==> src/rtl/axis_arb_pkg.sv <==
// Shared definitions for the two-input packet arbiter.
//   arb_state_e : arbiter FSM states
//   PORT0/PORT1 : requester indices, used for grant vector bit positions
package axis_arb_pkg;

  typedef enum logic [1:0] {
    ARB_IDLE   = 2'd0,
    ARB_GRANT0 = 2'd1,
    ARB_GRANT1 = 2'd2
  } arb_state_e;

  localparam int unsigned PORT0     = 0;
  localparam int unsigned PORT1     = 1;
  localparam int unsigned NUM_PORTS = 2;

endpackage

==> src/rtl/axis_rr_pick.sv <==
// Combinational 2-way round-robin picker.
//   req  in  2  request vector, bit n = requester n valid
//   prio in  1  requester favoured when both request
//   gnt  out 2  one-hot grant, 2'b00 when nothing requests
module axis_rr_pick
  import axis_arb_pkg::*;
(
  input  logic [1:0] req,
  input  logic       prio,
  output logic [1:0] gnt
);

  always_comb begin
    gnt = 2'b00;
    unique case (req)
      2'b01:   gnt[PORT0] = 1'b1;
      2'b10:   gnt[PORT1] = 1'b1;
      2'b11:   gnt = prio ? 2'b10 : 2'b01;
      default: gnt = 2'b00;
    endcase
  end

endmodule

==> src/rtl/axis_pkt_arbiter.sv <==
// Packet-granular round-robin arbiter sharing one AXI-Stream slave between
// two AXI-Stream masters. A grant is held from the first beat through the
// beat carrying tlast; while granted the stream passes through combinationally.
//   s00_axis_aclk / s00_axis_aresetn : clock, synchronous active-low reset
//   s00_axis_*  : requester 0 (tvalid, tready out, tlast, tdata, tstrb)
//   s01_axis_*  : requester 1 (same)
//   m00_axis_*  : shared output (tvalid out, tready in, tlast, tdata, tstrb)
//   m00_axis_tdest : source port of the current beat (AXIS_ARB_TDEST_EN only)
//   arb_grant   : one-hot active grant, 2'b00 while idle
// Optional feature macro: AXIS_ARB_TDEST_EN adds m00_axis_tdest.
module axis_pkt_arbiter #(
  parameter int C_AXIS_TDATA_WIDTH = 32
) (
  input  logic                            s00_axis_aclk,
  input  logic                            s00_axis_aresetn,
  input  logic                            s00_axis_tvalid,
  output logic                            s00_axis_tready,
  input  logic                            s00_axis_tlast,
  input  logic [C_AXIS_TDATA_WIDTH-1:0]   s00_axis_tdata,
  input  logic [C_AXIS_TDATA_WIDTH/8-1:0] s00_axis_tstrb,
  input  logic                            s01_axis_tvalid,
  output logic                            s01_axis_tready,
  input  logic                            s01_axis_tlast,
  input  logic [C_AXIS_TDATA_WIDTH-1:0]   s01_axis_tdata,
  input  logic [C_AXIS_TDATA_WIDTH/8-1:0] s01_axis_tstrb,
  output logic                            m00_axis_tvalid,
  input  logic                            m00_axis_tready,
  output logic                            m00_axis_tlast,
  output logic [C_AXIS_TDATA_WIDTH-1:0]   m00_axis_tdata,
  output logic [C_AXIS_TDATA_WIDTH/8-1:0] m00_axis_tstrb,
`ifdef AXIS_ARB_TDEST_EN
  output logic                            m00_axis_tdest,
`endif
  output logic [1:0]                      arb_grant
);

  import axis_arb_pkg::*;

  arb_state_e state_q, state_d;
  logic       prio_q, prio_d;
  logic [1:0] pick;

  axis_rr_pick u_pick (
    .req  ({s01_axis_tvalid, s00_axis_tvalid}),
    .prio (prio_q),
    .gnt  (pick)
  );

  always_ff @(posedge s00_axis_aclk) begin
    if (!s00_axis_aresetn) begin
      state_q <= ARB_IDLE;
      prio_q  <= 1'b0;
    end else begin
      state_q <= state_d;
      prio_q  <= prio_d;
    end
  end

  always_comb begin
    state_d         = state_q;
    prio_d          = prio_q;
    s00_axis_tready = 1'b0;
    s01_axis_tready = 1'b0;
    m00_axis_tvalid = 1'b0;
    m00_axis_tlast  = 1'b0;
    m00_axis_tdata  = '0;
    m00_axis_tstrb  = '0;
    arb_grant       = 2'b00;
`ifdef AXIS_ARB_TDEST_EN
    m00_axis_tdest  = 1'b0;
`endif
    unique case (state_q)
      ARB_IDLE: begin
        // Requests are only sampled here; a granted source must hold its beat.
        if (pick[PORT0]) begin
          state_d = ARB_GRANT0;
        end else if (pick[PORT1]) begin
          state_d = ARB_GRANT1;
        end
      end
      ARB_GRANT0: begin
        m00_axis_tvalid = s00_axis_tvalid;
        m00_axis_tlast  = s00_axis_tlast;
        m00_axis_tdata  = s00_axis_tdata;
        m00_axis_tstrb  = s00_axis_tstrb;
        s00_axis_tready = m00_axis_tready;
        arb_grant[PORT0] = 1'b1;
        if (s00_axis_tvalid && m00_axis_tready && s00_axis_tlast) begin
          state_d = ARB_IDLE;
          prio_d  = 1'b1;
        end
      end
      ARB_GRANT1: begin
        m00_axis_tvalid = s01_axis_tvalid;
        m00_axis_tlast  = s01_axis_tlast;
        m00_axis_tdata  = s01_axis_tdata;
        m00_axis_tstrb  = s01_axis_tstrb;
        s01_axis_tready = m00_axis_tready;
        arb_grant[PORT1] = 1'b1;
`ifdef AXIS_ARB_TDEST_EN
        m00_axis_tdest  = 1'b1;
`endif
        if (s01_axis_tvalid && m00_axis_tready && s01_axis_tlast) begin
          state_d = ARB_IDLE;
          prio_d  = 1'b0;
        end
      end
      default: state_d = ARB_IDLE;
    endcase
  end

endmodule

==> config.mk <==
export PLATFORM = sky130hd
export DESIGN_NAME = axis_pkt_arbiter
export DESIGN_NICKNAME = d
export VERILOG_FILES = /design/src/rtl/axis_arb_pkg.sv /design/src/rtl/axis_rr_pick.sv /design/src/rtl/axis_pkt_arbiter.sv
export SDC_FILE = /design/constraint.sdc
export NUM_CORES = 1
export LEC_CHECK = 0
export ABC_AREA = 1
export CORE_MARGIN = 4
export CORE_UTILIZATION = 24
export DETAILED_ROUTE_END_ITERATION = 12
export PLACE_DENSITY = 0.91
export SETUP_SLACK_MARGIN = 0.5
export SYNTH_ARGS = -nofsm -noshare
export SYNTH_HDL_FRONTEND = slang
export SYNTH_SLANG_ARGS = --single-unit
==> constraint.sdc <==
create_clock -name s00_axis_aclk -period 1.73 [get_ports s00_axis_aclk]
set_input_delay 0.346 -clock s00_axis_aclk [delete_from_list [all_inputs] [get_ports s00_axis_aclk]]
set_output_delay 0.346 -clock s00_axis_aclk [all_outputs]
set_load 0.05 [all_outputs]
==> results_dict.tcl, run 1 <==
set metrics [dict create \
    status "did not finish" \
    haltStage "clock tree synthesis (4_1_cts)" \
    stop_error "[ERROR DPL-0038] Utilization greater than 100%, impossible to legalize" \
    synth_top_area_share_pct 38.9 \
    start_util_pct 26.0 \
    post_cts_resized 34 \
    synth_cells 166 \
    die_y_um 66.4 \
    yosys.area.top_type "nand2_1" \
    syn_area_per_cell_um2 4.94 \
    synth_cell_types 16 \
    cts_sinks 3 \
    cts-root-buf "clkbuf_4" \
    placementRows 20 \
    globalplace.congestion 0.861 \
    synth-seq-area-share_pct 7.33 \
    synth_async_sr_flop_share_pct 0 \
    ys.flop_type "dfxtp_1" \
    cts_setup_buffers 5 \
    synth_area_leaders "nand2_1 39%, a21oi_1 24%, dfxtp_1 7.3%" \
    fp.dieW_um 66.4 \
    io_pins 121 \
    yosysMostFrequentCell "nand2_1" \
    yosys_warnings 0 \
    synth_common_cells "85 x nand2_1, 40 x a21oi_1, 9 x inv_1" \
    synth_edf_count 0 \
    dpl-instance-area_mm2 0.00301 \
    hpwl_um 5600 \
    cts_made_buffers 3 \
    synth.cell_area_um2 820 \
    syn_nets 248 \
    io_buffers 120 \
    cts_buffer_depth 2 \
    cts.hold.buffers_added 0 \
    h-tree-depth 1 \
    yosys_register_bits 3 \
]
-- per-stage QoR --
step / instances / setup WS, ps
detailed placement: 325 / 21.2
global placement: 325 / 93.3
floorplan: 166 / 36.3
-- cells by family after synthesis --
| kind of cell | Yosys count | synth area share [%] |
|---|---|---|
| flip-flops | 3 | 7.33 |
| AO/OA/AOI/OAI | 43 | 27.2 |
| adder cells (fa/ha/maj) | 3 | 4.58 |
| buffers and inverters | 24 | 16.8 |
| AND/OR/NAND/NOR | 93 | 44.1 |
==> run 2: changes to the inputs <==
CORE_UTILIZATION = 20   (was 24)
PLACE_DENSITY = default   (was 0.91)
PLACE_DENSITY_LB_ADDON = 0.15   (was default)
SETUP_SLACK_MARGIN = default   (was 0.5)
==> results_dict.tcl, run 2 <==
set metrics [dict create \
    cts_sinks 3 \
    cp_cell_sequence "inv_2 -> buf_6 -> ha_4 -> buf_12 -> nand2_1 -> a21oi_4 -> buf_12" \
    n_fill_cell 249 \
    yosys_warnings 0 \
    final_common_cell "clkdlybuf4s50_1" \
    synth_async_sr_flop_share_pct 0 \
    placementRows 23 \
    vias 1602 \
    layout.nets 379 \
    holdWs_ps 458 \
    io_buffers 120 \
    ys.flop_type "dfxtp_1" \
    synth_edf_count 0 \
    synth_area_leaders "nand2_1 39%, a21oi_1 24%, dfxtp_1 7.3%" \
    syn_area_per_cell_um2 4.94 \
    antenna_cells 0 \
    leakagePower_uw 0.00109 \
    rsz0062_at_grt "yes" \
    fin_skew_ps 0.702 \
    die_y_um 72.0 \
    core_area_mm2 0.00397 \
    syn_nets 248 \
    synth_top_area_share_pct 38.9 \
    synth-seq-area-share_pct 7.33 \
    cp_data_required_time_ps 1380 \
    period_minus_slack_ps 1840 \
    drt-initial-drc-count 41 \
    grt_pass1_vias 1647 \
    cts.hold.buffers_added 0 \
    finalHoldViolCount 0 \
    cts_made_buffers 3 \
    power_density_mw_per_mm2 1630 \
    timing.fmax_ghz 0.543 \
    drc 0 \
    hold_start "prio_q" \
    cp-start-kind "register" \
    crit_fanout 18 \
    routed_wl_um 5380 \
    antenna_found_initial 0 \
    yosys.area.top_type "nand2_1" \
    power_uw 5370 \
    largest_register_ffs 2 \
    cts_buffer_depth 2 \
    status "finished, violations left" \
    yosys_register_bits 3 \
    timing.rr.start "state_q[1]" \
    synth_common_cells "85 x nand2_1, 40 x a21oi_1, 9 x inv_1" \
    tritoncts "done" \
    clkTransAtPathRegs_ps 30 \
    syn_to_final_growth_pct 302 \
    worstSkewPairLatency_ps 220 \
    setup_viol 38 \
    globalplace.congestion 0.720 \
    post-route-util_pct 82.9 \
    grt_pass1_wl_um 7910 \
    start_util_pct 20.6 \
    reg_top3 "state_q x2, prio_q x1" \
    ir_drop_uv 1340 \
    synth_cell_types 16 \
    layout-drive-gt1-share_pct 47.3 \
    top_register "state_q" \
    setup_slack_ps -110 \
    wl_per_cell_um 15.5 \
    arrival_ps 1490 \
    fp.dieW_um 72.0 \
    h-tree-depth 1 \
    worst_pin_slew_ps 161 \
    yosysMostFrequentCell "nand2_1" \
    fin_crit_sh_pct 106 \
    grt.total_usage_pct 19.1 \
    hpwl_um 4040 \
    violations "setup timing" \
    critPathKind "reg2out" \
    hold_class "reg2reg" \
    cp_slowest_stage_delay_ps 310 \
    synth_cells 166 \
    crit_top_cell "buf_12" \
    layout_common_cells "78 x clkdlybuf4s50_1, 63 x nand2_1, 49 x buf_12, 38 x a21oi_4, 25 x nand2_2" \
    dr.pass1.iters 4 \
    relSlewSlack_pct 89.1 \
    drv_slew 0 \
    grt_max_degree 20 \
    die-area_mm2 0.00519 \
    cap_violations 0 \
    synth.cell_area_um2 820 \
    cp_slowest_cell "dfxtp_2" \
    routed_via_density 4.63 \
    final_antenna_net_count 0 \
    setup.worst_path.end_class "primary output" \
    overflow 0 \
    cts-root-buf "clkbuf_8" \
    startpoint "state_q[1]" \
    io_pins 121 \
]
run 2: cell counts after synthesis:
No cell type changed its count.
run 2: logic make-up after synthesis:
| logic type | Yosys count | share of synthesized area, % |
|---|---|---|
| compound gates | 43 | 27.2 |
| fa+ha+maj | 3 | 4.58 |
| buf+inv | 24 | 16.8 |
| flops | 3 | 7.33 |
| simple gates | 93 | 44.1 |
run 2: final cells by class:
type                            instances  area, um^2  area share, %
Clock buffer                            4        45.0           1.37
Inverter                               10        52.6           1.60
Multi-Input combinational cell        139        1140           34.7
Sequential cell                         3        62.6           1.90
Tap cell                               50        62.6           1.90
Timing Repair Buffer                  140        1930           58.5
run 2: critical path, delay by kind of cell (launching register included):
kind | cells | cell delay, ps
flops | 1 | 310
compound gates | 1 | 190
simple gates | 1 | 100
fa+ha+maj | 1 | 180
buf+inv | 4 | 500
run 2: stage by stage:
step	instance area (um^2)	worst slack [ps]	TNS (ps)	instances
6_report	3290	-110	-3010	346
5_1_grt	3290	-174	-5150	346
4_1_cts	3230	-103	-2880	346
3_5_place_dp	3030	94.4	0	335
3_3_place_gp	3030	114	0	335
2_1_floorplan	1320	14.3	0	166
run 2: where the power goes:
group	switching (uW)	total (uW)	internal (uW)	leakage, uW
registers	22.6	126	104	0.0000254
clock network	50.2	208	158	0.0000228
logic	2790	5040	2250	0.00104
total	2860	5370	2510	0.00109
run 2: path summary, 6_finish.rpt:
| kind | endpoint | slack (ps) | cells past startpoint |
|---|---|---|---|
| worst max-delay path | m00_axis_tdata[9] | -110 | 7 |
| worst min-delay path | prio_q | 460 | 2 |
| worst max register to register | state_q[1] | 300 | 9 |
| worst min register to register | prio_q | 460 | 2 |
run 2: repair_timing:
item	4_1_cts	5_1_grt
pin swaps	1	1
setup endpoints to repair	38	39
resized for setup	16	19
cloned	2	1
buffers inserted	5	0
run 2: layer usage:
layer  part of all wire [%]  GRT usage [%]  vias up
li1                       -              -      783
met1                     37           20.7      735
met2                     55           38.0       78
met3                    7.1           3.74        6
met4                   0.95           3.34        0
met5                      0              0        -
No activity file was read; power rests on OpenSTA's default activity.
